`src/rtl/chksum_engine_arbiter_if.sv`:
```
// Requester-side and engine-side signal bundle of the checksum engine arbiter.
// slave = arbiter view, master = requesters plus engine (testbench) view.
interface chksum_engine_arbiter_if #(
  parameter int NUM_REQ    = 2,
  parameter int DATA_WIDTH = 256,
  parameter int KEEP_WIDTH = DATA_WIDTH / 8
);
  // Handshakes: a beat/command transfers on a rising clk edge where valid & ready are both 1.
  // valid never depends on ready; payload is held stable while valid is high and ready is low.
  logic [NUM_REQ-1:0]            req_cmd_valid;
  logic [NUM_REQ-1:0]            req_cmd_ready;
  logic [NUM_REQ-1:0]            req_cmd_csum_enable;
  logic [NUM_REQ*8-1:0]          req_cmd_csum_start;
  logic [NUM_REQ*8-1:0]          req_cmd_csum_offset;
  logic [NUM_REQ*16-1:0]         req_cmd_csum_init;
  logic [NUM_REQ*DATA_WIDTH-1:0] req_tdata;
  logic [NUM_REQ*KEEP_WIDTH-1:0] req_tkeep;
  logic [NUM_REQ-1:0]            req_tvalid;
  logic [NUM_REQ-1:0]            req_tlast;
  logic [NUM_REQ-1:0]            req_tready;
  logic [15:0]                   req_resp_csum;
  logic [NUM_REQ-1:0]            req_resp_valid;

  logic                          eng_cmd_valid;
  logic                          eng_cmd_ready;
  logic                          eng_cmd_csum_enable;
  logic [7:0]                    eng_cmd_csum_start;
  logic [7:0]                    eng_cmd_csum_offset;
  logic [15:0]                   eng_cmd_csum_init;
  logic [DATA_WIDTH-1:0]         eng_tdata;
  logic [KEEP_WIDTH-1:0]         eng_tkeep;
  logic                          eng_tvalid;
  logic                          eng_tlast;
  logic                          eng_tready;
  logic [15:0]                   eng_resp_csum;
  logic                          eng_resp_valid;
  logic                          resp_orphan_err;

  modport slave (
    input  req_cmd_valid, req_cmd_csum_enable, req_cmd_csum_start, req_cmd_csum_offset,
    input  req_cmd_csum_init, req_tdata, req_tkeep, req_tvalid, req_tlast,
    output req_cmd_ready, req_tready, req_resp_csum, req_resp_valid,
    output eng_cmd_valid, eng_cmd_csum_enable, eng_cmd_csum_start, eng_cmd_csum_offset,
    output eng_cmd_csum_init, eng_tdata, eng_tkeep, eng_tvalid, eng_tlast,
    input  eng_cmd_ready, eng_tready, eng_resp_csum, eng_resp_valid,
    output resp_orphan_err
  );

  modport master (
    output req_cmd_valid, req_cmd_csum_enable, req_cmd_csum_start, req_cmd_csum_offset,
    output req_cmd_csum_init, req_tdata, req_tkeep, req_tvalid, req_tlast,
    input  req_cmd_ready, req_tready, req_resp_csum, req_resp_valid,
    input  eng_cmd_valid, eng_cmd_csum_enable, eng_cmd_csum_start, eng_cmd_csum_offset,
    input  eng_cmd_csum_init, eng_tdata, eng_tkeep, eng_tvalid, eng_tlast,
    output eng_cmd_ready, eng_tready, eng_resp_csum, eng_resp_valid,
    input  resp_orphan_err
  );
endinterface

```
`src/rtl/chksum_engine_arbiter.sv`:
```
// Round-robin, packet-granular sharing of one checksum engine; an in-order tag FIFO routes results back.
// Optional CHKSUM_ARB_STATS_EN adds per-requester grant counters and a command stall counter.
module chksum_engine_arbiter #(
  parameter int NUM_REQ    = 2,
  parameter int DATA_WIDTH = 256,
  parameter int KEEP_WIDTH = DATA_WIDTH / 8,
  parameter int TAG_DEPTH  = 4,
  parameter int ID_W       = $clog2(NUM_REQ)
) (
  input  logic                   clk,
  input  logic                   rst_n,
  chksum_engine_arbiter_if.slave bus,
  output logic                   dbg_state
`ifdef CHKSUM_ARB_STATS_EN
  ,
  output logic [NUM_REQ*32-1:0]  grant_cnt,
  output logic [31:0]            stall_cnt
`endif
);
  localparam int PTR_W = $clog2(TAG_DEPTH);
  localparam int CNT_W = PTR_W + 1;

  typedef enum logic {ST_IDLE = 1'b0, ST_DATA = 1'b1} state_e;

  state_e           state_q, state_d;
  logic [ID_W-1:0]  rr_ptr_q, rr_ptr_d;
  logic [ID_W-1:0]  grant_reg_q, grant_reg_d;
  logic [ID_W-1:0]  tag_mem_q [TAG_DEPTH];
  logic [ID_W-1:0]  tag_mem_d [TAG_DEPTH];
  logic [PTR_W-1:0] wr_ptr_q, wr_ptr_d, rd_ptr_q, rd_ptr_d;
  logic [CNT_W-1:0] count_q, count_d;
  logic             orphan_q, orphan_d;

  logic [ID_W-1:0]  grant;
  logic             grant_found;
  logic             fifo_empty, fifo_full, pop, push, cmd_blocked, last_beat;

  assign dbg_state           = state_q;
  assign fifo_empty          = (count_q == '0);
  assign fifo_full           = (count_q == CNT_W'(TAG_DEPTH));
  assign pop                 = bus.eng_resp_valid & ~fifo_empty;
  // A same-cycle pop frees a slot, so a full FIFO only blocks commands when nothing leaves.
  assign cmd_blocked         = fifo_full & ~pop;
  assign bus.resp_orphan_err = orphan_q;
  assign bus.req_resp_csum   = bus.eng_resp_csum;

  always_comb begin : grant_sel
    int idx;
    idx         = 0;
    grant       = '0;
    grant_found = 1'b0;
    for (int i = 0; i < NUM_REQ; i++) begin
      idx = int'(rr_ptr_q) + i;
      if (idx >= NUM_REQ) idx = idx - NUM_REQ;
      if (!grant_found && bus.req_cmd_valid[idx]) begin
        grant_found = 1'b1;
        grant       = ID_W'(idx);
      end
    end
  end

  always_comb begin : fsm_comb
    state_d                 = state_q;
    rr_ptr_d                = rr_ptr_q;
    grant_reg_d             = grant_reg_q;
    push                    = 1'b0;
    last_beat               = 1'b0;
    bus.req_cmd_ready       = '0;
    bus.req_tready          = '0;
    bus.eng_cmd_valid       = 1'b0;
    bus.eng_cmd_csum_enable = 1'b0;
    bus.eng_cmd_csum_start  = '0;
    bus.eng_cmd_csum_offset = '0;
    bus.eng_cmd_csum_init   = '0;
    bus.eng_tdata           = '0;
    bus.eng_tkeep           = '0;
    bus.eng_tvalid          = 1'b0;
    bus.eng_tlast           = 1'b0;
    case (state_q)
      ST_IDLE: begin
        if (grant_found) begin
          bus.eng_cmd_valid         = bus.req_cmd_valid[grant] & ~cmd_blocked;
          bus.req_cmd_ready[grant]  = bus.eng_cmd_ready & ~cmd_blocked;
          bus.eng_cmd_csum_enable   = bus.req_cmd_csum_enable[grant];
          bus.eng_cmd_csum_start    = bus.req_cmd_csum_start[int'(grant)*8 +: 8];
          bus.eng_cmd_csum_offset   = bus.req_cmd_csum_offset[int'(grant)*8 +: 8];
          bus.eng_cmd_csum_init     = bus.req_cmd_csum_init[int'(grant)*16 +: 16];
        end
        push = bus.eng_cmd_valid & bus.eng_cmd_ready;
        if (push) begin
          grant_reg_d = grant;
          state_d     = ST_DATA;
        end
      end
      ST_DATA: begin
        bus.eng_tdata                = bus.req_tdata[int'(grant_reg_q)*DATA_WIDTH +: DATA_WIDTH];
        bus.eng_tkeep                = bus.req_tkeep[int'(grant_reg_q)*KEEP_WIDTH +: KEEP_WIDTH];
        bus.eng_tvalid               = bus.req_tvalid[grant_reg_q];
        bus.eng_tlast                = bus.req_tlast[grant_reg_q];
        bus.req_tready[grant_reg_q]  = bus.eng_tready;
        last_beat = bus.eng_tvalid & bus.eng_tready & bus.eng_tlast;
        if (last_beat) begin
          rr_ptr_d = (grant_reg_q == ID_W'(NUM_REQ - 1)) ? '0 : grant_reg_q + ID_W'(1);
          state_d  = ST_IDLE;
        end
      end
      default: state_d = ST_IDLE;
    endcase
  end

  always_comb begin : tag_fifo_comb
    tag_mem_d          = tag_mem_q;
    wr_ptr_d           = wr_ptr_q;
    rd_ptr_d           = rd_ptr_q;
    count_d            = count_q;
    orphan_d           = orphan_q | (bus.eng_resp_valid & fifo_empty);
    bus.req_resp_valid = '0;
    if (push) begin
      tag_mem_d[wr_ptr_q] = grant;
      wr_ptr_d            = wr_ptr_q + PTR_W'(1);
    end
    if (pop) begin
      bus.req_resp_valid[tag_mem_q[rd_ptr_q]] = 1'b1;
      rd_ptr_d = rd_ptr_q + PTR_W'(1);
    end
    case ({push, pop})
      2'b10:   count_d = count_q + CNT_W'(1);
      2'b01:   count_d = count_q - CNT_W'(1);
      default: count_d = count_q;
    endcase
  end

  always_ff @(posedge clk) begin
    if (!rst_n) begin
      state_q     <= ST_IDLE;
      rr_ptr_q    <= '0;
      grant_reg_q <= '0;
      wr_ptr_q    <= '0;
      rd_ptr_q    <= '0;
      count_q     <= '0;
      orphan_q    <= 1'b0;
      for (int i = 0; i < TAG_DEPTH; i++) tag_mem_q[i] <= '0;
    end else begin
      state_q     <= state_d;
      rr_ptr_q    <= rr_ptr_d;
      grant_reg_q <= grant_reg_d;
      wr_ptr_q    <= wr_ptr_d;
      rd_ptr_q    <= rd_ptr_d;
      count_q     <= count_d;
      orphan_q    <= orphan_d;
      tag_mem_q   <= tag_mem_d;
    end
  end

`ifdef CHKSUM_ARB_STATS_EN
  logic [31:0] grant_cnt_q [NUM_REQ];
  logic [31:0] grant_cnt_d [NUM_REQ];
  logic [31:0] stall_cnt_q, stall_cnt_d;

  always_comb begin : stats_comb
    grant_cnt_d = grant_cnt_q;
    stall_cnt_d = stall_cnt_q;
    if (last_beat) grant_cnt_d[grant_reg_q] = grant_cnt_q[grant_reg_q] + 32'd1;
    if (state_q == ST_IDLE && |bus.req_cmd_valid && (cmd_blocked || !bus.eng_cmd_ready))
      stall_cnt_d = stall_cnt_q + 32'd1;
  end

  always_ff @(posedge clk) begin
    if (!rst_n) begin
      stall_cnt_q <= '0;
      for (int i = 0; i < NUM_REQ; i++) grant_cnt_q[i] <= '0;
    end else begin
      stall_cnt_q <= stall_cnt_d;
      grant_cnt_q <= grant_cnt_d;
    end
  end

  for (genvar gi = 0; gi < NUM_REQ; gi++) begin : g_grant_cnt
    assign grant_cnt[gi*32 +: 32] = grant_cnt_q[gi];
  end
  assign stall_cnt = stall_cnt_q;
`endif
endmodule

```
`src/flat_wrapper.sv`:
```
// flat-port wrapper written by rule: the top's interface ports become plain ports
module chksum_engine_arbiter_flat 
#(
  parameter int NUM_REQ    = 2,
  parameter int DATA_WIDTH = 256,
  parameter int KEEP_WIDTH = DATA_WIDTH / 8,
  parameter int TAG_DEPTH  = 4,
  parameter int ID_W       = $clog2(NUM_REQ)
)
  (clk, rst_n, dbg_state, bus_req_cmd_valid, bus_req_cmd_csum_enable, bus_req_cmd_csum_start, bus_req_cmd_csum_offset, bus_req_cmd_csum_init, bus_req_tdata, bus_req_tkeep, bus_req_tvalid, bus_req_tlast, bus_req_cmd_ready, bus_req_tready, bus_req_resp_csum, bus_req_resp_valid, bus_eng_cmd_valid, bus_eng_cmd_csum_enable, bus_eng_cmd_csum_start, bus_eng_cmd_csum_offset, bus_eng_cmd_csum_init, bus_eng_tdata, bus_eng_tkeep, bus_eng_tvalid, bus_eng_tlast, bus_eng_cmd_ready, bus_eng_tready, bus_eng_resp_csum, bus_eng_resp_valid, bus_resp_orphan_err);
  chksum_engine_arbiter_if #(.NUM_REQ(NUM_REQ), .DATA_WIDTH(DATA_WIDTH), .KEEP_WIDTH(KEEP_WIDTH)) bus_i ();
  input  logic clk;
  input  logic rst_n;
  output logic dbg_state;
  input wire logic [$bits(bus_i.req_cmd_valid)-1:0] bus_req_cmd_valid;
  input wire logic [$bits(bus_i.req_cmd_csum_enable)-1:0] bus_req_cmd_csum_enable;
  input wire logic [$bits(bus_i.req_cmd_csum_start)-1:0] bus_req_cmd_csum_start;
  input wire logic [$bits(bus_i.req_cmd_csum_offset)-1:0] bus_req_cmd_csum_offset;
  input wire logic [$bits(bus_i.req_cmd_csum_init)-1:0] bus_req_cmd_csum_init;
  input wire logic [$bits(bus_i.req_tdata)-1:0] bus_req_tdata;
  input wire logic [$bits(bus_i.req_tkeep)-1:0] bus_req_tkeep;
  input wire logic [$bits(bus_i.req_tvalid)-1:0] bus_req_tvalid;
  input wire logic [$bits(bus_i.req_tlast)-1:0] bus_req_tlast;
  output wire logic [$bits(bus_i.req_cmd_ready)-1:0] bus_req_cmd_ready;
  output wire logic [$bits(bus_i.req_tready)-1:0] bus_req_tready;
  output wire logic [$bits(bus_i.req_resp_csum)-1:0] bus_req_resp_csum;
  output wire logic [$bits(bus_i.req_resp_valid)-1:0] bus_req_resp_valid;
  output wire logic [$bits(bus_i.eng_cmd_valid)-1:0] bus_eng_cmd_valid;
  output wire logic [$bits(bus_i.eng_cmd_csum_enable)-1:0] bus_eng_cmd_csum_enable;
  output wire logic [$bits(bus_i.eng_cmd_csum_start)-1:0] bus_eng_cmd_csum_start;
  output wire logic [$bits(bus_i.eng_cmd_csum_offset)-1:0] bus_eng_cmd_csum_offset;
  output wire logic [$bits(bus_i.eng_cmd_csum_init)-1:0] bus_eng_cmd_csum_init;
  output wire logic [$bits(bus_i.eng_tdata)-1:0] bus_eng_tdata;
  output wire logic [$bits(bus_i.eng_tkeep)-1:0] bus_eng_tkeep;
  output wire logic [$bits(bus_i.eng_tvalid)-1:0] bus_eng_tvalid;
  output wire logic [$bits(bus_i.eng_tlast)-1:0] bus_eng_tlast;
  input wire logic [$bits(bus_i.eng_cmd_ready)-1:0] bus_eng_cmd_ready;
  input wire logic [$bits(bus_i.eng_tready)-1:0] bus_eng_tready;
  input wire logic [$bits(bus_i.eng_resp_csum)-1:0] bus_eng_resp_csum;
  input wire logic [$bits(bus_i.eng_resp_valid)-1:0] bus_eng_resp_valid;
  output wire logic [$bits(bus_i.resp_orphan_err)-1:0] bus_resp_orphan_err;
  assign bus_i.req_cmd_valid = bus_req_cmd_valid;
  assign bus_i.req_cmd_csum_enable = bus_req_cmd_csum_enable;
  assign bus_i.req_cmd_csum_start = bus_req_cmd_csum_start;
  assign bus_i.req_cmd_csum_offset = bus_req_cmd_csum_offset;
  assign bus_i.req_cmd_csum_init = bus_req_cmd_csum_init;
  assign bus_i.req_tdata = bus_req_tdata;
  assign bus_i.req_tkeep = bus_req_tkeep;
  assign bus_i.req_tvalid = bus_req_tvalid;
  assign bus_i.req_tlast = bus_req_tlast;
  assign bus_req_cmd_ready = bus_i.req_cmd_ready;
  assign bus_req_tready = bus_i.req_tready;
  assign bus_req_resp_csum = bus_i.req_resp_csum;
  assign bus_req_resp_valid = bus_i.req_resp_valid;
  assign bus_eng_cmd_valid = bus_i.eng_cmd_valid;
  assign bus_eng_cmd_csum_enable = bus_i.eng_cmd_csum_enable;
  assign bus_eng_cmd_csum_start = bus_i.eng_cmd_csum_start;
  assign bus_eng_cmd_csum_offset = bus_i.eng_cmd_csum_offset;
  assign bus_eng_cmd_csum_init = bus_i.eng_cmd_csum_init;
  assign bus_eng_tdata = bus_i.eng_tdata;
  assign bus_eng_tkeep = bus_i.eng_tkeep;
  assign bus_eng_tvalid = bus_i.eng_tvalid;
  assign bus_eng_tlast = bus_i.eng_tlast;
  assign bus_i.eng_cmd_ready = bus_eng_cmd_ready;
  assign bus_i.eng_tready = bus_eng_tready;
  assign bus_i.eng_resp_csum = bus_eng_resp_csum;
  assign bus_i.eng_resp_valid = bus_eng_resp_valid;
  assign bus_resp_orphan_err = bus_i.resp_orphan_err;
  chksum_engine_arbiter #(.NUM_REQ(NUM_REQ), .DATA_WIDTH(DATA_WIDTH), .KEEP_WIDTH(KEEP_WIDTH), .TAG_DEPTH(TAG_DEPTH), .ID_W(ID_W)) u_core (.clk(clk), .rst_n(rst_n), .bus(bus_i), .dbg_state(dbg_state));
endmodule
```
`config.mk`:
```
export PLATFORM = sky130hd
export DESIGN_NAME = chksum_engine_arbiter_flat
export DESIGN_NICKNAME = d
export VERILOG_FILES = /design/src/rtl/chksum_engine_arbiter_if.sv /design/src/rtl/chksum_engine_arbiter.sv /design/src/flat_wrapper.sv
export SDC_FILE = /design/constraint.sdc
export NUM_CORES = 1
export LEC_CHECK = 0
export ABC_CLOCK_PERIOD_IN_PS = 2400
export CAP_MARGIN = 15
export CORE_AREA = 2 2 399 401
export DETAILED_ROUTE_END_ITERATION = 8
export DIE_AREA = 0 0 401 403
export SYNTH_ARGS = -nofsm -noshare
export SYNTH_HDL_FRONTEND = slang
export SYNTH_SLANG_ARGS = --single-unit
```
`constraint.sdc`:
```
create_clock -name clk -period 2.4 [get_ports clk]
set_input_delay 0.48 -clock clk [delete_from_list [all_inputs] [get_ports clk]]
set_output_delay 0.48 -clock clk [all_outputs]
set_load 0.1 [all_outputs]
```
### Word-level counts from Yosys, hierarchy flattened

Index checks and enable logic that the tools add are counted.

| word-level totals | value |
|---|---|
| input port bits | 669 |
| output and inout port bits | 348 |
| bits in registers | 15 |
| word-level logic and storage cells | 124 |

| cells by class | value |
|---|---|
| reductions and logical operators | 10 |
| shift-type cells | 5 |
| bitwise operators | 17 |
| muxes and demuxes | 57 |
| eq/ne operators | 3 |
| add/subtract/negate cells | 8 |
| magnitude comparators | 13 |

Operators by type and width:

| operator | count |
|---|---|
| variable part select 512 x 10 -> 256 bit | 1 |
| 2-to-1 mux 256 bit | 1 |
| 2-to-1 mux 32 bit | 3 |
| less-than comparator 32 x 3 -> 1 bit, second input constant | 2 |
| variable part select 64 x 7 -> 32 bit | 1 |
| 2-to-1 mux 1 bit | 35 |
| greater-or-equal comparator 32 x 3 -> 1 bit, second input constant | 1 |
| 2-to-1 mux 16 bit | 2 |
| 2-to-1 mux 8 bit | 4 |
| variable part select 16 x 5 -> 8 bit | 2 |
| variable part select 32 x 6 -> 16 bit | 1 |
| subtractor 32 x 3 -> 32 bit, second input constant | 1 |
| bitwise AND 1 bit | 8 |
| 2-to-1 mux 2 bit | 4 |
| greater-or-equal comparator 3 bit, second input constant | 2 |
| less-than comparator 1 x 2 -> 1 bit, second input constant | 3 |
| inverter 2 -> 3 bit | 2 |
| one-hot mux 3 bit (2 select lines) | 1 |
| logical AND 1 bit | 5 |
| adder 2 x 1 -> 2 bit, second input constant | 2 |
| bitwise AND 2 bit | 2 |
| bitwise mux 4 bit | 1 |
| inverter 1 bit | 4 |
| AND reduction 2 bit | 2 |
| other kinds (19) | 23 |

### Depth between registers and ports, before layout

Gate-level depths: netlist of the first run.

| logic depth | value |
|---|---|
| depth in word-level cells | 18 |
| mapped depth | 10 |
| depth with buffers taken out | 8 |

### Worst setup path after synthesis of the first run

OpenSTA, ideal clock, no wires.

| timing | value |
|---|---|
| path type | reg-to-output |
| start | reg u_core.state_q, in the netlist u_core.dbg_state |
| end | out bus_req_cmd_ready[1] |
| path slack | -2028 ps |
| data arrival time | 3948 ps |
| required time | 1920 ps |
| buffers on the path | 0 |
| stages on the path, launching flop included | 3 |
| cell sequence | dfxtp_1 -> nand2b_1 -> nor4_1 |

| between the ends | value |
|---|---|
| longest elaborated chain between the ends | 1 |

Ends and longest elaborated chain:

| item | RTL line | RTL |
|---|---|---|
| start: declaration | chksum_engine_arbiter.sv:25 | `state_e state_q, state_d;` |
| start signal: assignment | chksum_engine_arbiter.sv:144 | `state_q <= state_d;` |
| 2-to-1 mux 2 bit | chksum_engine_arbiter.sv:79 | `case (state_q)` |
| end: declaration | flat_wrapper.sv:24 | `output wire logic [$bits(bus_i.req_cmd_ready)-1:0] bus_req_cmd_ready;` |

No other way between the ends.

### Worst setup path in the final report of the first run

| timing | value |
|---|---|
| start | reg u_core.grant_reg_q |
| end | out bus_eng_tdata[128] |

| between the ends | value |
|---|---|
| longest elaborated chain between the ends | 2 |

Ends and longest elaborated chain:

| item | RTL line | RTL |
|---|---|---|
| start: declaration | chksum_engine_arbiter.sv:27 | `logic [ID_W-1:0] grant_reg_q, grant_reg_d;` |
| start signal: assignment | chksum_engine_arbiter.sv:146 | `grant_reg_q <= grant_reg_d;` |
| variable part select 512 x 10 -> 256 bit | chksum_engine_arbiter.sv:96 | `bus.eng_tdata = bus.req_tdata[int'(grant_reg_q)*DATA_WIDTH +: DATA_WIDTH];` |
| 2-to-1 mux 256 bit | chksum_engine_arbiter.sv:79 |  |
| end: declaration | flat_wrapper.sv:33 | `output wire logic [$bits(bus_i.eng_tdata)-1:0] bus_eng_tdata;` |

No other way between the ends.

==> results of run 1 <==
-- metrics by stage --
| step | setup WS [ns] | cells | setup TNS [ns] |
|---|---|---|---|
| floorplan | -0.807 | 877 | -28.39 |
| global placement | -0.503 | 3997 | -8.62 |
| detailed placement | -0.495 | 3997 | -8.88 |
| CTS | -0.0911 | 4012 | -1.00 |
| global route | -0.0844 | 4017 | -1.63 |
| finish | -0.0823 | 4038 | -0.308 |
-- path summary, 6_finish.rpt --
check / slack, ns / start / to / cells past startpoint
setup / recovery: -0.08 / u_core.grant_reg_q$_SDFFE_PN0P_ / bus_eng_tdata[128] / 6
hold / removal: 0.46 / u_core.tag_mem_q[3]$_SDFFE_PN0P_ / u_core.tag_mem_q[3]$_SDFFE_PN0P_ / 2
setup reg to reg: 0.15 / u_core.count_q[1]$_SDFFE_PN0P_ / u_core.count_q[2]$_SDFFE_PN0P_ / 8
hold reg to reg: 0.46 / u_core.tag_mem_q[3]$_SDFFE_PN0P_ / u_core.tag_mem_q[3]$_SDFFE_PN0P_ / 2
-- tightest hold or removal path: cells and delay by family (launching register included) --
family	cells	cell delay (ns)
DFF	1	0.30
muxes	1	0.06
and+or+nand+nor	1	0.05
-- power by group --
part	internal (µW)	leakage (µW)	switching [µW]
clock	226	0.0000383	109
combinational	3770	0.00813	5920
sequential	295	0.000124	44.6
-- layout by cell type, fill, tap and decap left out, drive strengths merged, types with 7 or more instances in the layout --
| cell | count |
|---|---|
| clkdlybuf4s50 | 648 |
| buf | 509 |
| nor2 | 302 |
| mux2i | 294 |
| a21oi | 38 |
| o21ai | 35 |
| nand3b | 34 |
| diode | 26 |
| dfxtp | 15 |
| inv | 9 |
| nand2 | 7 |
-- flip-flops by register name, indices dropped and copies added (netlist names) --
register / cells
u_core.tag_mem_q: 4
u_core.count_q: 3
u_core.rd_ptr_q: 2
u_core.wr_ptr_q: 2
u_core.bus.resp_orphan_err: 1
u_core.dbg_state: 1
u_core.grant_reg_q: 1
u_core.rr_ptr_q: 1
-- routing by layer --
layer  up-vias  part of all wire, %  GRT usage, %
met5         -                0.069             0
met4        14                  2.4          2.18
met3       222                   12          5.90
met2       794                   49          26.1
met1      5326                   37          17.2
li1       5190                    -             -
-- what timing repair did --
item	in CTS	in global routing
cloned	6	0
buffers inserted	6	0
endpoints found under the setup margin	84	53
resized for setup	102	18
pin swaps	15	0
-- final cells by class --
type,instances,share of cell area [%]
antenna,26,0.252
clock buffer,4,0.305
inverter,9,0.160
multi-input combinational,751,29.8
sequential,15,1.19
tap,2072,10.0
timing repair buffer,1161,58.2
-- logic make-up after synthesis --
kind of cell,Yosys count
AO/OA/AOI/OAI,82
buffers and inverters,111
adder cells (fa/ha/maj),6
XOR/XNOR,4
AND/OR/NAND/NOR,364
flip-flops,15
multiplexers,295
==> impl_metrics.py, run 1 <==
metrics = {
    "grt": {
        "antenna_found_initial": 140,
        "overflow": 0,
        "grt_pass1_wl_um": 151000,
        "grt_pass1_vias": 12082,
        "track_usage_pct": 14.9,
        "grt_max_degree": 39,
    },
    "place": {
        "place_area_um2": 25000,
        "gp_congestion": 1.07,
        "dp_hpwl_um": 118000,
        "io_buffers": 984,
    },
    "clock_tree": {
        "clk_path_buf_depth": 2,
        "clock_latency_ns": 0.25,
        "htree_num_levels": 1,
        "cts_sinks": 15,
        "cts_buffers": 3,
        "cts.clk_slew.worst_paths_ns": 0.05,
        "cts_root_buf": "clkbuf_16",
        "cts_tree": "yes",
        "holdBufCountCts": 0,
    },
    "finish": {
        "seq_area_um2": 308,
        "multi_input_area_um2": 7700,
        "areaGrowthSynthToFinish_pct": 331,
        "finish.utilization_pct": 16.4,
        "nets": 2616,
        "drive_gt1_share_pct": 46.0,
        "final.fill_count": 17495,
        "final_area_um2": 25800,
    },
    "setup_path": {
        "slowest_stage": "dfxtp_4",
        "crit_buf_inv": 4,
        "critPathMaxFanout": 38,
        "cp_common_cell": "buf_12",
        "endpoint_kind": "output port",
        "cpPeakStageDelay_ns": 0.38,
        "cp.arrival_ns": 2.00,
        "critPathKind": "reg -> out",
        "critical_path.top_delay_family": "buffers and inverters",
        "start_kind": "flop",
        "cp.required_ns": 1.92,
        "crit_chain": "buf_12, buf_16, mux2i_2, buf_4, nor2_4, buf_12",
    },
    "status": {
        "status": "complete, but fails checks",
        "violations": "negative setup slack",
    },
    "sta": {
        "finalSetupViolations": 11,
        "worstMarginPinSlew_ns": 0.472,
        "finalCritPeriodShare_pct": 103,
        "slew_headroom_pct": 67.6,
        "period_minus_slack_ns": 2.48,
        "clock.fmax_mhz": 403,
        "slew_violations": 0,
        "finClkSkew_ns": 0.00273,
        "setup_ws_ns": -0.0823,
        "grt_setup_unrepaired": "yes",
        "holdWs_ns": 0.462,
        "finalHoldViolations": 0,
    },
    "yosys": {
        "muxShareOfSynthArea_pct": 49.6,
        "synth_top_cell_by_area": "mux2i_1",
        "synth_adder_area_share_pct": 1.38,
        "synth_area_leaders": "mux2i_1 49%, nor2_1 19%, dfxtp_1 5.0%",
        "yosys-top-cells-count": "302 x nor2_1, 294 x mux2i_1, 40 x buf_2, 38 x a21oi_1",
        "synth_xor_area_share_pct": 0.586,
        "synth_cell_types": 42,
        "syn_inst": 877,
        "synth-edff-count": 0,
        "synthDominantCellAreaShare_pct": 49.2,
        "synth_flop_cell": "dfxtp_1",
        "yosys.area_share.simple_pct": 26.6,
        "synth_area_um2": 5980,
        "yosys_warnings": 0,
        "yosysSeqAreaShare_pct": 5.02,
        "ys_ff_latch": 15,
        "synth_top_family_by_area": "multiplexers",
        "synth_compound_area_share_pct": 7.78,
        "syn_nets": 1552,
        "syn_avg_cell_area_um2": 6.82,
        "synth-async-reset-ratio_pct": 0,
        "synth_most_common_cell": "nor2_1",
    },
    "floorplanning": {
        "start_util_pct": 3.80,
        "rows": 146,
        "dieArea_um2": 162000,
        "die_w_um": 401,
        "coreArea_um2": 157000,
        "io_pins": 1017,
        "die_h_um": 403,
    },
    "detailed_routing": {
        "wl_per_cell_um": 30.9,
        "via_count": 11546,
        "drc": 0,
        "dr.first_iter.drc_count": 779,
        "wl_um": 125000,
        "drtAntennaViolNets": 0,
        "drt-pass1-iter-count": 5,
        "via_per_inst": 2.86,
    },
    "power": {
        "pwr_density_cell_nw_per_um2": 401,
        "ir_worst_vdd_mv": 0.266,
        "p_total_uw": 10400,
        "leakagePower_uw": 0.00829,
    },
    "run": {
        "cap_viol_max_count": 0,
    },
    "worst_hold_path": {
        "hp-class": "reg -> reg",
    },
}
Note: power is estimated with default switching activity, not from simulation.
==> inputs of run 2 (changes only) <==
==> constraint.sdc (replaced) <==
create_clock -name clk -period 2.4 [get_ports clk]
set_input_delay 0.36 -clock clk [delete_from_list [all_inputs] [get_ports clk]]
set_output_delay 0.36 -clock clk [all_outputs]
set_load 0.1 [all_outputs]
==> run 2 against run 1 <==
  * The run now ends clean
  * Global-route usage grew 0.37 points
  * Critical path depth did not move
  * Register-to-register slack worse by 0.07 ns
  * Via count increased by 0.15%
  * Fmax increased by 6.5%
  * Total power down 7.4%
  * Non-clock buffer count down 64
  * Sequential share of layout area is 0.14 points higher
  * Sequential power up 4%
==> impl_metrics.py, run 2 (synthesis results as in run 1) <==
metrics = {
    "worst_hold_path": {
        "hp-class": "reg -> reg",
    },
    "detailed_routing": {
        "wl_per_cell_um": 32.5,
        "wl_um": 129000,
        "dr.first_iter.drc_count": 634,
        "via_count": 11563,
        "drtAntennaViolNets": 0,
        "drc": 0,
        "drt-pass1-iter-count": 5,
        "via_per_inst": 2.91,
    },
    "floorplanning": {
        "die_h_um": 403,
        "io_pins": 1017,
        "dieArea_um2": 162000,
        "rows": 146,
        "start_util_pct": 3.80,
        "coreArea_um2": 157000,
        "die_w_um": 401,
    },
    "finish": {
        "largest_registers": "u_core.tag_mem_q: 4 flops, u_core.count_q: 3 flops",
        "drive_gt1_share_pct": 41.5,
        "regMostFlops": "u_core.tag_mem_q",
        "areaGrowthSynthToFinish_pct": 292,
        "nets": 2552,
        "layout_commonest_cell": "clkdlybuf4s50_1",
        "final_cell_mix": "650 x clkdlybuf4s50_1, 354 x buf_12, 294 x mux2i_1, 283 x nor2_2, 89 x buf_4",
        "largest_register_ffs": 4,
        "final.fill_count": 17741,
    },
    "clock_tree": {
        "cts_sinks": 15,
        "clock_latency_ns": 0.25,
        "clk_path_buf_depth": 2,
        "cts_root_buf": "clkbuf_16",
        "cts_tree": "yes",
        "cts.clk_slew.worst_paths_ns": 0.06,
        "cts_buffers": 3,
        "htree_num_levels": 1,
    },
    "power": {
        "leakagePower_uw": 0.00766,
        "pwr_density_cell_nw_per_um2": 410,
        "p_total_uw": 9600,
        "ir_worst_vdd_mv": 0.270,
    },
    "setup_path": {
        "critPathKind": "reg -> out",
        "cp.arrival_ns": 1.97,
        "start_kind": "flop",
        "cp.required_ns": 2.04,
        "crit_chain": "buf_12, buf_12, mux2i_1, buf_4, nor2_2, buf_12",
        "cpPeakStageDelay_ns": 0.41,
        "critPathMaxFanout": 18,
        "endpoint_kind": "output port",
        "cp_common_cell": "buf_12",
        "slowest_stage": "dfxtp_4",
    },
    "sta": {
        "finalCritPeriodShare_pct": 97.1,
        "worstMarginPinSlew_ns": 0.431,
        "finalHoldViolations": 0,
        "finalSetupViolations": 0,
        "grt_setup_unrepaired": "no",
        "slew_violations": 0,
        "clock.fmax_mhz": 429,
        "finClkSkew_ns": 0.00853,
        "setup_ws_ns": 0.0698,
        "tns_ns": 0,
        "period_minus_slack_ns": 2.33,
        "slew_headroom_pct": 70.9,
    },
    "place": {
        "dp_hpwl_um": 122000,
        "gp_congestion": 1.13,
        "pre_cts_slack_ns": -0.319,
        "io_buffers": 984,
    },
    "grt": {
        "grt_max_degree": 70,
        "antenna_found_initial": 199,
        "overflow": 0,
        "track_usage_pct": 15.2,
        "grt_pass1_vias": 11472,
        "grt_pass1_wl_um": 153000,
    },
    "status": {
        "status": "finished clean",
    },
    "run": {
        "cap_viol_max_count": 0,
    },
}
## run 2: cell count changes in the layout (fill, tap and decap cells not counted), sizes merged
| cell | change |
|---|---|
| dlygate4sd2 | +1 |
| clkdlybuf4s50 | +2 |
| clkdlybuf4s15 | -1 |
| clkinvlp | +1 |
| bufbuf | -1 |
| buf | -66 |
## run 2: layer usage
| metal | vias up | GRT usage (%) | part of all wire, % |
|---|---|---|---|
| met4 | 12 | 2.00 | 2.5 |
| met5 | - | 0 | 0.062 |
| met2 | 944 | 28.2 | 51 |
| met1 | 5248 | 15.9 | 35 |
| li1 | 5041 | - | - |
| met3 | 318 | 7.15 | 11 |
## run 2: final cells by class
type / count / area, µm² / share of cell area [%]
Sequential cell: 15 / 312 / 1.33
Antenna cell: 26 / 65.1 / 0.278
Tap cell: 2072 / 2590 / 11.1
Clock buffer: 3 / 75.1 / 0.320
Inverter: 9 / 41.3 / 0.176
Timing Repair Buffer: 1097 / 14300 / 61.2
Clock inverter: 1 / 7.51 / 0.0320
Multi-Input combinational cell: 751 / 6000 / 25.6
## run 2: repair_timing
action	in CTS	in global routing
setup buffers	3	0
gates resized for setup	12	13
pin swaps	0	6
cloned	0	2
hold buffers	0	0
setup endpoints to repair	273	35
## run 2: metrics by stage
step	hold slack, ns	utilization, %	std cells	instance area (µm²)
floorplan	0.429	-	877	6790
global placement	0.449	14.7	3939	23100
detailed placement	0.455	14.7	3939	23100
CTS	0.467	14.8	3946	23300
global route	0.504	14.9	3956	23400
finish	0.463	14.9	3974	23400
## run 2: path summary, 6_finish.rpt
check / slack, ns / cells after the start / end / startpoint
min: 0.46 / 2 / u_core.tag_mem_q[2]$_SDFFE_PN0P_ / u_core.tag_mem_q[2]$_SDFFE_PN0P_
max reg2reg: 0.08 / 8 / u_core.count_q[2]$_SDFFE_PN0P_ / u_core.count_q[1]$_SDFFE_PN0P_
max: 0.07 / 6 / bus_eng_tdata[66] / u_core.grant_reg_q$_SDFFE_PN0P_
min reg2reg: 0.46 / 2 / u_core.tag_mem_q[2]$_SDFFE_PN0P_ / u_core.tag_mem_q[2]$_SDFFE_PN0P_
## run 2: power breakdown
part           switching, µW  total [µW]  internal [µW]
Sequential              54.9         354            300
Clock                    113         337            225
Combinational           5490        8900           3420
Total                   5650        9600           3940
## run 2: critical path, delay by kind of cell, from the launching register on
kind          cells  cell delay, ns
buf+inv           4            0.77
flops             1            0.41
mux               1            0.37
simple gates      1            0.05
